[src/rtl/uart_apb_pkg.sv]
// Shared constants for the APB front end of the UART: register offsets,
// bit positions inside STATUS/CTRL and the bus FSM state type.
package uart_apb_pkg;

  localparam logic [1:0] STATUS = 2'd0;
  localparam logic [1:0] TXDATA = 2'd1;
  localparam logic [1:0] RXDATA = 2'd2;
  localparam logic [1:0] CTRL   = 2'd3;

  localparam int ST_RX_VALID     = 0;
  localparam int ST_TX_FULL      = 1;
  localparam int ST_DROP_STICKY  = 2;
  localparam int ST_DROP_CNT_LSB = 8;

  localparam int CTRL_RX_IRQ_EN = 0;
  localparam int CTRL_CLR       = 1;

  localparam logic [7:0] DROP_CNT_MAX = 8'hFF;

  typedef enum logic {IDLE, RESP} apb_state_e;

endpackage

[src/rtl/apb_uart_if.sv]
// APB3 slave bridging CPU register accesses to the UART core FIFO port:
// one wait state per transfer, single-cycle push/pop strobes, TX drop counter.
module apb_uart_if
  import uart_apb_pkg::*;
#(
  parameter int ADDR_W = 4,
  parameter int DATA_W = 32
) (
  input  logic              clk,
  input  logic              rst,
  input  logic [ADDR_W-1:0] PADDR,
  input  logic              PSEL,
  input  logic              PENABLE,
  input  logic              PWRITE,
  input  logic [DATA_W-1:0] PWDATA,
  output logic [DATA_W-1:0] PRDATA,
  output logic              PREADY,
  output logic              PSLVERR,
  output logic [7:0]        o_tx_pushdata,
  output logic              o_tx_push,
  input  logic              i_tx_full,
  input  logic [7:0]        i_rx_popdata,
  input  logic              i_rx_valid,
  output logic              o_rx_pop,
  output logic              o_irq
);

  apb_state_e        state_q;
  logic [DATA_W-1:0] prdata_q, prdata_d;
  logic              pslverr_q, pslverr_d;
  logic              pready_q;
  logic              push_q, push_d;
  logic              pop_q, pop_d;
  logic [7:0]        pushdata_q;
  logic [7:0]        drop_cnt_q;
  logic              drop_sticky_q;
  logic              rx_irq_en_q;
  logic              irq_q;
  logic              armed_q;
  logic              access;
  logic              drop_d, clr_d, irq_en_we;
  logic [1:0]        reg_sel;
  logic [15:0]       status_w;
  logic              unused_bits;

  // Only PADDR[3:2], PWDATA[7:0] and the CTRL bits are decoded.
  assign unused_bits = ^{PADDR, PWDATA};

  // armed_q blocks a second access when the master keeps PSEL/PENABLE high past RESP.
  assign access  = (state_q == IDLE) && PSEL && PENABLE && armed_q;
  assign reg_sel = PADDR[3:2];

  always_comb begin
    status_w                           = '0;
    status_w[ST_RX_VALID]              = i_rx_valid;
    status_w[ST_TX_FULL]               = i_tx_full;
    status_w[ST_DROP_STICKY]           = drop_sticky_q;
    status_w[ST_DROP_CNT_LSB +: 8]     = drop_cnt_q;

    prdata_d  = '0;
    pslverr_d = 1'b0;
    push_d    = 1'b0;
    pop_d     = 1'b0;
    drop_d    = 1'b0;
    clr_d     = 1'b0;
    irq_en_we = 1'b0;

    case (reg_sel)
      STATUS: begin
        if (PWRITE) pslverr_d = 1'b1;
        else        prdata_d  = DATA_W'(status_w);
      end
      TXDATA: begin
        if (!PWRITE)        pslverr_d = 1'b1;
        else if (i_tx_full) drop_d    = 1'b1;
        else                push_d    = 1'b1;
      end
      RXDATA: begin
        if (PWRITE) begin
          pslverr_d = 1'b1;
        end else if (i_rx_valid) begin
          prdata_d = DATA_W'(i_rx_popdata);
          pop_d    = 1'b1;
        end
      end
      CTRL: begin
        if (PWRITE) begin
          irq_en_we = 1'b1;
          clr_d     = PWDATA[CTRL_CLR];
        end else begin
          prdata_d = DATA_W'(rx_irq_en_q);
        end
      end
      default: ;
    endcase
  end

  always_ff @(posedge clk or posedge rst) begin
    if (rst) begin
      state_q       <= IDLE;
      prdata_q      <= '0;
      pslverr_q     <= 1'b0;
      pready_q      <= 1'b0;
      push_q        <= 1'b0;
      pop_q         <= 1'b0;
      pushdata_q    <= '0;
      drop_cnt_q    <= '0;
      drop_sticky_q <= 1'b0;
      rx_irq_en_q   <= 1'b0;
      irq_q         <= 1'b0;
      armed_q       <= 1'b1;
    end else begin
      irq_q <= rx_irq_en_q & i_rx_valid;
      if ((state_q == IDLE) && !PENABLE) armed_q <= 1'b1;

      case (state_q)
        IDLE: begin
          if (access) begin
            state_q   <= RESP;
            armed_q   <= 1'b0;
            pready_q  <= 1'b1;
            prdata_q  <= prdata_d;
            pslverr_q <= pslverr_d;
            push_q    <= push_d;
            pop_q     <= pop_d;
            if (push_d)    pushdata_q  <= PWDATA[7:0];
            if (irq_en_we) rx_irq_en_q <= PWDATA[CTRL_RX_IRQ_EN];
            // Clear has priority over a coincident drop.
            if (clr_d) begin
              drop_cnt_q    <= '0;
              drop_sticky_q <= 1'b0;
            end else if (drop_d) begin
              drop_sticky_q <= 1'b1;
              if (drop_cnt_q != DROP_CNT_MAX) drop_cnt_q <= drop_cnt_q + 8'd1;
            end
          end
        end
        RESP: begin
          state_q   <= IDLE;
          pready_q  <= 1'b0;
          prdata_q  <= '0;
          pslverr_q <= 1'b0;
          push_q    <= 1'b0;
          pop_q     <= 1'b0;
        end
        default: state_q <= IDLE;
      endcase
    end
  end

  assign PRDATA        = prdata_q;
  assign PREADY        = pready_q;
  assign PSLVERR       = pslverr_q;
  assign o_tx_pushdata = pushdata_q;
  assign o_tx_push     = push_q;
  assign o_rx_pop      = pop_q;
  assign o_irq         = irq_q;

endmodule

[config.mk]
export PLATFORM = sky130hd
export DESIGN_NAME = apb_uart_if
export DESIGN_NICKNAME = d
export VERILOG_FILES = /design/src/rtl/uart_apb_pkg.sv /design/src/rtl/apb_uart_if.sv
export SDC_FILE = /design/constraint.sdc
export NUM_CORES = 1
export LEC_CHECK = 0
export BUFFER_PORTS_ARGS = -buffer_cell sky130_fd_sc_hd__buf_2
export CORE_MARGIN = 2
export CORE_UTILIZATION = 49
export DETAILED_ROUTE_END_ITERATION = 10
export HOLD_SLACK_MARGIN = 0.08
export PLACE_DENSITY = 0.84
export SLEW_MARGIN = 20
export SYNTH_ARGS = -nofsm -noshare
export SYNTH_HDL_FRONTEND = slang
export SYNTH_SLANG_ARGS = --single-unit
export TNS_END_PERCENT = 5
[constraint.sdc]
create_clock -name clk -period 2.1 [get_ports clk]
set_input_delay 0.315 -clock clk [delete_from_list [all_inputs] [get_ports clk]]
set_output_delay 0.315 -clock clk [all_outputs]
set_load 0.02 [all_outputs]
# Yosys cells after proc, flatten, opt, wreduce, memory -nomap -nowiden
# Cells that the tools add are included.
[totals]
reg_bits = 57
inputBits = 51
[classes]
add_sub_neg = 1
n_reduce_logical = 13
bitwise = 2
n_eq_ne = 5
n_mux = 40
[ops]
columns = ["op", "count"]
rows = [
  ["$pmux 32 s2", 1],
  ["$pmux 16 s3", 1],
  ["$mux 8", 5],
  ["$mux 32", 1],
  ["$mux 1", 25],
  ["$mux 16", 1],
  ["$pmux 1 s2", 6],
  ["$reduce_and 3->1", 3],
  ["$add 8x1->8 const B", 1],
  ["$ne 8x8->1 const B", 1],
  ["$eq 2x2->1 const B", 2],
  ["$logic_and 1x1->1", 4],
  ["$reduce_and 4->1", 1],
  ["$reduce_bool 2->1", 2],
  ["$eq 2x1->1 const B", 1],
  ["$logic_not 2->1", 1],
  ["$ne 2x2->1 const B", 1],
  ["$reduce_or 2->1", 1],
  ["$and 1x1->1", 1],
  ["$logic_not 1->1", 1],
  ["$not 1->1", 1],
]

# Logic depth before layout (Yosys ltp)
# Gate-level depths: netlist (run 1).
[logic_depth]
ltp_word = 6
ltp_mapped = 6
depth_no_buf = 5

# Worst setup path after synthesis (run 1)
# OpenSTA, ideal clock, no wires.
[synth_path]
path_type = "flip-flop to flip-flop"
startpoint = "register drop_cnt_q[0]"
endpoint = "register drop_cnt_q[2]"
stages_incl_launch_ff = 6
required_ns = 1.976
slack_ns = 0.648
setup_time_ns = 0.124
t_arrival_ns = 1.328
path_cell_list = "dfrtp_1 -> ha_1 -> and3_2 -> a21oi_1 -> a21oi_1 -> a211o_2"
[synth_between]
elab_chain_len = 4
word_cells_on_any_way = 7
cone_classes = "add/sub: 1; eq/ne: 1; mux: 3; reduce/logical: 2"
[synth_lines]
columns = ["element", "line", "source"]
rows = [
  ["start, declared", "apb_uart_if.sv:35", "logic [7:0] drop_cnt_q;"],
  ["start signal, assigned", "apb_uart_if.sv:134", "if (drop_cnt_q != DROP_CNT_MAX) drop_cnt_q <= drop_cnt_q + 8'd1;"],
  ["$add 8x1->8", "apb_uart_if.sv:134", ""],
  ["$mux 8", "apb_uart_if.sv:134", ""],
  ["$mux 8", "apb_uart_if.sv:132", "end else if (drop_d) begin"],
  ["$mux 8", "apb_uart_if.sv:129", "if (clr_d) begin"],
]
# Parallel ways exist; a longest one is shown, timed or not. The select of a mux whose other input is x is not followed.
# A chain may end at the register's enable or synchronous reset.

# Worst setup path in the final report (run 1)
[layout_path]
startpoint = "register state_q"
endpoint = "register pushdata_q[1] (netlist: o_tx_pushdata[1])"
[layout_between]
elab_chain_len = 5
[layout_lines]
columns = ["element", "line", "source"]
rows = [
  ["start, declared", "apb_uart_if.sv:28", "apb_state_e state_q;"],
  ["start signal, assigned", "apb_uart_if.sv:100", "state_q <= IDLE;"],
  ["start signal, assigned", "apb_uart_if.sv:119", "state_q <= RESP;"],
  ["start signal, assigned", "apb_uart_if.sv:139", "state_q <= IDLE;"],
  ["$not 1->1 (no line) *", "--", ""],
  ["$logic_and 1x1->1 (3 in series)", "apb_uart_if.sv:50", "assign access = (state_q == IDLE) && PSEL && PENABLE && armed_q;"],
  ["$reduce_and 3->1 (no line) *", "--", ""],
  ["end signal, assigned", "apb_uart_if.sv:126", "if (push_d) pushdata_q <= PWDATA[7:0];"],
  ["end, declared", "apb_uart_if.sv:34", "logic [7:0] pushdata_q;"],
]
# Every way passes the cells marked *; elsewhere a longest branch is shown, timed or not.

==> reports/metrics.cfg, run 1 <==
[run_status]
status=finished clean

[clock_tree]
h-tree-depth=2
cts_root_buf=clkbuf_8
clk_latency_ps=290
hold_buffers=0
ctsResizeCount=0
cts.path.max_buffers=2
clk_pin_slew_worst_paths_ps=70
cts_sinks=41
cts_buffers=5
post_cts_buffers=0
cts_tree=built

[placement]
place_area_sq_um=2210
numPortBuffers=53
gp_congestion=0.768
post-dp-hpwl_um=2730
place_ws_ps=321
placed_cells=267

[critical_path]
reg2reg_from=state_q$_DFF_PP0_
path_buf_inv=1
reg2reg_depth=4
path_delay_family=simple AND/OR/NAND/NOR gates
critical_path_class=flip-flop to flip-flop
cp-start-kind=flip-flop
critPathArrivalTime_ps=1950
path_cells=nand4b_4 > inv_2 > nand3_4 > mux2_2
cp_max_fo=19
critPathCaptureType=flip-flop
max_stage_delay_ps=460
crit_start=state_q$_DFF_PP0_
reg2reg_slack_ps=320
required_ps=2270
r2r-end=o_tx_pushdata[1]$_DFFE_PP0P_
slowest_stage=dfrtp_1

[timing]
slew_viol_final=0
finalCriticalPeriod_ps=1780
whs_ps=133
hold_viol=0
fmax_mhz=563
fin_skew_ps=5.06
rsz0062_at_grt=false
setup_violations=0
tns_ps=0
relSlewSlack_pct=66.1
min_period_over_period_pct=84.6
worst_slack_ps=322
tightest_slew_ps=505

[drt]
drc_errors=0
drt-vias-per-instance=5.27
first_pass_iters=4
drt_iter0_markers=58
drt_wl_total_um=3720
wl_per_cell_um=13.5
ant_nets=0
vias=1448

[logic_synthesis]
yosys_warnings=0
yosysTopAreaCell=dfrtp_1
synth_area_sq_um=1970
synth_ff_type=dfrtp_1
yosys.area.top_type_share_pct=50.9
syn_inst=169
ys_ff_latch=41
synth.area.top_cells=dfrtp_1, buf_4, mux2_2
synth-edff-count=0
synth_area_per_cell_sq_um=11.6
yosysUniqueCellTypes=41
synth-seq-area-share_pct=52.3
async_reset_ff_share_pct=100

[power_and_ir_drop]
total_leakage_power_nw=1.21
peakVddDrop_v=0.000420
p_per_area_nw_per_um2=728
power_mw=1.66

[layout]
final_area_sq_um=2290
fillers=345
diodes=0
layout_common_cells=buf_2, dfrtp_1, conb_1, a22o_1
final_common_cell=buf_2
fin_cells=275
drive_gt1_share_pct=35.1
syn_to_final_growth_pct=16.4
utilization_pct=58.0
nets=276

[floorplanning]
rows=23
start_util_pct=49.9
design.core.area_sq_um=3940
die_h_um=67.3
dieArea_sq_um=4530
io_pins=96
die_w_um=67.3

[grt]
overflow=0
grt_pass1_wl_um=6190
grt_max_degree=42
antenna_found_initial=0
track_usage_pct=18.4
grt_pass1_vias=1379

[worst_hold_path]
hold_class=input pin to async pin

[run]
max_cap_violations=0

-- report_power, final --
| part | total [mW] | leakage, nW | switching [mW] | internal, mW |
|---|---|---|---|---|
| clock network | 0.484 | 0.0395 | 0.248 | 0.236 |
| logic | 0.287 | 0.620 | 0.183 | 0.104 |
| registers | 0.893 | 0.549 | 0.0392 | 0.854 |
| total | 1.66 | 1.21 | 0.471 | 1.19 |
-- routing by layer --
layer  wire, um  global-route usage (%)  up-vias  part of all wire, %
met2       1690                    30.0       51                   45
met4         57                    7.14        0                  1.5
li1           -                       -      704                    -
met5          0                       0        -                    0
met1       1720                    22.8      687                   46
met3        247                    5.83        6                  6.6
-- area by class of cell --
cell class | instances | area (sq um) | share of cell area [%]
Clock buffer | 8 | 80.1 | 3.50
Multi-Input combinational cell | 116 | 822 | 35.9
Inverter | 6 | 22.5 | 0.985
Timing Repair Buffer | 54 | 273 | 11.9
Sequential cell | 41 | 1030 | 44.9
Tap cell | 50 | 62.6 | 2.74
-- worst max-delay path by stage --
stage	to	depth (start not counted)	slack (ps)
global placement	o_tx_pushdata[5]$_DFFE_PP0P_	4	340
floorplan	drop_cnt_q[2]$_DFFE_PP0P_	5	650
global route	o_tx_pushdata[6]$_DFFE_PP0P_	4	210
CTS	o_tx_pushdata[1]$_DFFE_PP0P_	4	310
detailed placement	o_tx_pushdata[1]$_DFFE_PP0P_	4	320
finish	o_tx_pushdata[1]$_DFFE_PP0P_	4	320
-- synth_stat cells, types with 2 or more instances --
cell       n
nor3_1     3
a32o_1     2
a22o_1    12
nand4b_4   2
a21o_1     4
nor2_1     9
buf_2      3
inv_1      5
nand3_1    7
and3_1     2
mux2_2    10
nand4_1    3
a31oi_1    2
a21oi_1    5
and4_1     3
o21ai_0   10
dfrtp_1   40
buf_4     18
nand2_1    6
nor2_4     2
-- cells by family (layout without fill, tap and decap cells) --
group           after synthesis  count (layout)  share of synthesized area (%)
other cells                   1              16                          0.191
buf+inv                      27              68                           8.78
flops                        41              41                           52.3
mux                          10              10                           5.73
compound gates               42              42                           15.3
fa+ha+maj                     1               1                          0.636
simple gates                 47              47                           17.1
-- flip-flops by register name (all words and copies together) (netlist names) --
signal	cells
PREADY	1
drop_cnt_q	8
PSLVERR	1
o_tx_pushdata	8
o_tx_push	1
o_rx_pop	1
armed_q	1
drop_sticky_q	1
PRDATA	16
rx_irq_en_q	1
state_q	1
o_irq	1
-- tightest hold or removal path, cell delays in order --
cell and delay [ps]:
buf_2 90, inv_1 40, buf_4 420
(Power assumes the default switching activity.)
==> inputs of run 2 (changes only) <==
--- a/config.mk
+++ b/config.mk
@@ -7,10 +7,10 @@
 export LEC_CHECK = 0
 export BUFFER_PORTS_ARGS = -buffer_cell sky130_fd_sc_hd__buf_2
 export CORE_MARGIN = 2
-export CORE_UTILIZATION = 49
+export CORE_UTILIZATION = 41
 export DETAILED_ROUTE_END_ITERATION = 10
 export HOLD_SLACK_MARGIN = 0.08
-export PLACE_DENSITY = 0.84
+export PLACE_DENSITY = 0.75
 export SLEW_MARGIN = 20
 export SYNTH_ARGS = -nofsm -noshare
 export SYNTH_HDL_FRONTEND = slang
==> constraint.sdc (replaced) <==
create_clock -name clk -period 1.5 [get_ports clk]
set_input_delay 0.225 -clock clk [delete_from_list [all_inputs] [get_ports clk]]
set_output_delay 0.225 -clock clk [all_outputs]
set_load 0.02 [all_outputs]
==> run 2 against run 1 <==
The flow now finishes with violations (setup timing). Die area increased by 18%. Clock power increased by 82%. Critical path depth increased by 1. Sequential power increased by 40%. Critical path type unchanged. Critical endpoint is now drop_cnt_q[3]$_DFFE_PP0P_. Largest cell class unchanged. Highest routed layer unchanged.
==> reports/metrics.cfg, run 2 (same netlist as run 1, synthesis figures left out) <==
[timing]
min_period_over_period_pct=102
setup_violations=7
fmax_mhz=656
hold_viol=0
worst_slack_ps=-24.1
rsz0062_at_grt=true
slew_viol_final=0
finalCriticalPeriod_ps=1520
fin_skew_ps=8.58

[power_and_ir_drop]
peakVddDrop_v=0.000469
p_int_mw=1.88
switching_power_uw=717
p_comb_share_pct=18.0
p_sw_share_pct=27.6
total_leakage_power_nw=1.36
p_clk_share_pct=33.9
seq_power_share_pct=48.1
p_per_area_nw_per_um2=1010

[drt]
drt_iter0_markers=105
wl_per_cell_um=13.6
ant_nets=0
first_pass_iters=4
drt-vias-per-instance=5.12
drc_errors=0
vias=1562
drt_wl_total_um=4150

[floorplanning]
io_pins=96
die_w_um=73.2
dieArea_sq_um=5360
start_util_pct=42.2
rows=25
die_h_um=73.2
design.core.area_sq_um=4660

[run]
max_cap_violations=0

[layout]
layout_common_cells=buf_2, dfrtp_1, buf_4, conb_1, a22o_1
syn_to_final_growth_pct=30.7
nets=302
largest_reg_flops=16
final_common_cell=buf_2
fin_cells=305
diodes=0
drive_gt1_share_pct=44.6

[placement]
post-dp-hpwl_um=3070
place_ws_ps=-67.0
numPortBuffers=53
gp_congestion=0.851
placed_cells=293

[clock_tree]
cts_tree=built
clk_pin_slew_worst_paths_ps=80
cts.path.max_buffers=2
cts_sinks=41
clk_latency_ps=300
cts_root_buf=clkbuf_8
h-tree-depth=2
cts_buffers=5

[worst_hold_path]
hold_path_depth=2
worst_hold_path.endpoint=armed_q$_DFF_PP1_
holdCritStartpoint=PENABLE
hold_class=input pin to flip-flop

[run_status]
violations=setup timing
status=complete, but fails checks

[grt]
grt_pass1_wl_um=7020
overflow=0
grt_pass1_vias=1519
grt_max_degree=42
track_usage_pct=17.0
antenna_found_initial=0

[critical_path]
critical_path_class=flip-flop to flip-flop
cp-start-kind=flip-flop
reg2reg_from=armed_q$_DFF_PP1_
reg2reg_slack_ps=-20
critPathArrivalTime_ps=1740
r2r-end=drop_cnt_q[3]$_DFFE_PP0P_
reg2reg_depth=5
critPathCaptureType=flip-flop
cp_max_fo=8
required_ps=1720

## run 2: through the flow
step	hold slack [ps]	power (mW)	util, %	cell area [sq um]	TNS [ps]
floorplan	288	1.58	-	2020	0
global placement	300	1.72	51.3	2390	-305
detailed placement	302	1.73	51.3	2390	-682
CTS	128	2.62	54.7	2550	-118
global route	136	2.72	55.1	2570	-1730
finish	125	2.60	55.1	2570	-128
## run 2: worst max-delay path by stage
stage	from	to	slack (ps)	depth (start not counted)
2_1_floorplan	drop_cnt_q[0]$_DFFE_PP0P_	drop_cnt_q[2]$_DFFE_PP0P_	50	5
3_3_place_gp	armed_q$_DFF_PP1_	PRDATA[3]$_DFFE_PP0P_	-40	4
3_5_place_dp	armed_q$_DFF_PP1_	PRDATA[7]$_DFFE_PP0P_	-70	4
4_1_cts	armed_q$_DFF_PP1_	PRDATA[7]$_DFFE_PP0P_	-30	4
5_1_grt	armed_q$_DFF_PP1_	PRDATA[7]$_DFFE_PP0P_	-130	4
6_report	armed_q$_DFF_PP1_	drop_cnt_q[3]$_DFFE_PP0P_	-20	5
## run 2: area by class of cell
type                            instances  area [sq um]
Multi-Input combinational cell        116           853
Inverter                                6          25.0
Clock buffer                            6          72.6
Clock inverter                          2          35.0
Tap cell                               54          67.6
Timing Repair Buffer                   80           487
Fill cell                             403          2090
Sequential cell                        41          1030
## run 2: layer usage
metal / GRT usage (%) / vias to the layer above / routed length, um
met5: 0 / - / 0
met4: 7.20 / 0 / 59
met3: 2.90 / 6 / 204
met2: 28.0 / 45 / 2030
met1: 21.9 / 755 / 1860
li1: - / 756 / -
## run 2: power groups by stage
stage / combinational, mW / clock (mW) / sequential, mW
floorplan: 0.234 / 0 / 1.34
global placement: 0.452 / 0 / 1.26
detailed placement: 0.459 / 0 / 1.27
CTS: 0.471 / 0.900 / 1.25
global route: 0.511 / 0.947 / 1.26
finish: 0.468 / 0.881 / 1.25
## run 2: timing repair
| action | CTS | global route |
|---|---|---|
| pin swaps | 6 | 4 |
| setup buffers | 2 | 1 |
| hold buffers | 1 | 0 |
| setup endpoints to repair | 28 | 31 |
| endpoints found under the hold margin | 40 | 0 |
| resized for setup | 7 | 4 |
## run 2: critical path: stages, from the launching register on
cell       delay, ps
dfstp_2          560
nand4b_4         190
buf_4            220
a2111oi_1        270
nor2_1            70
a31oi_1          130
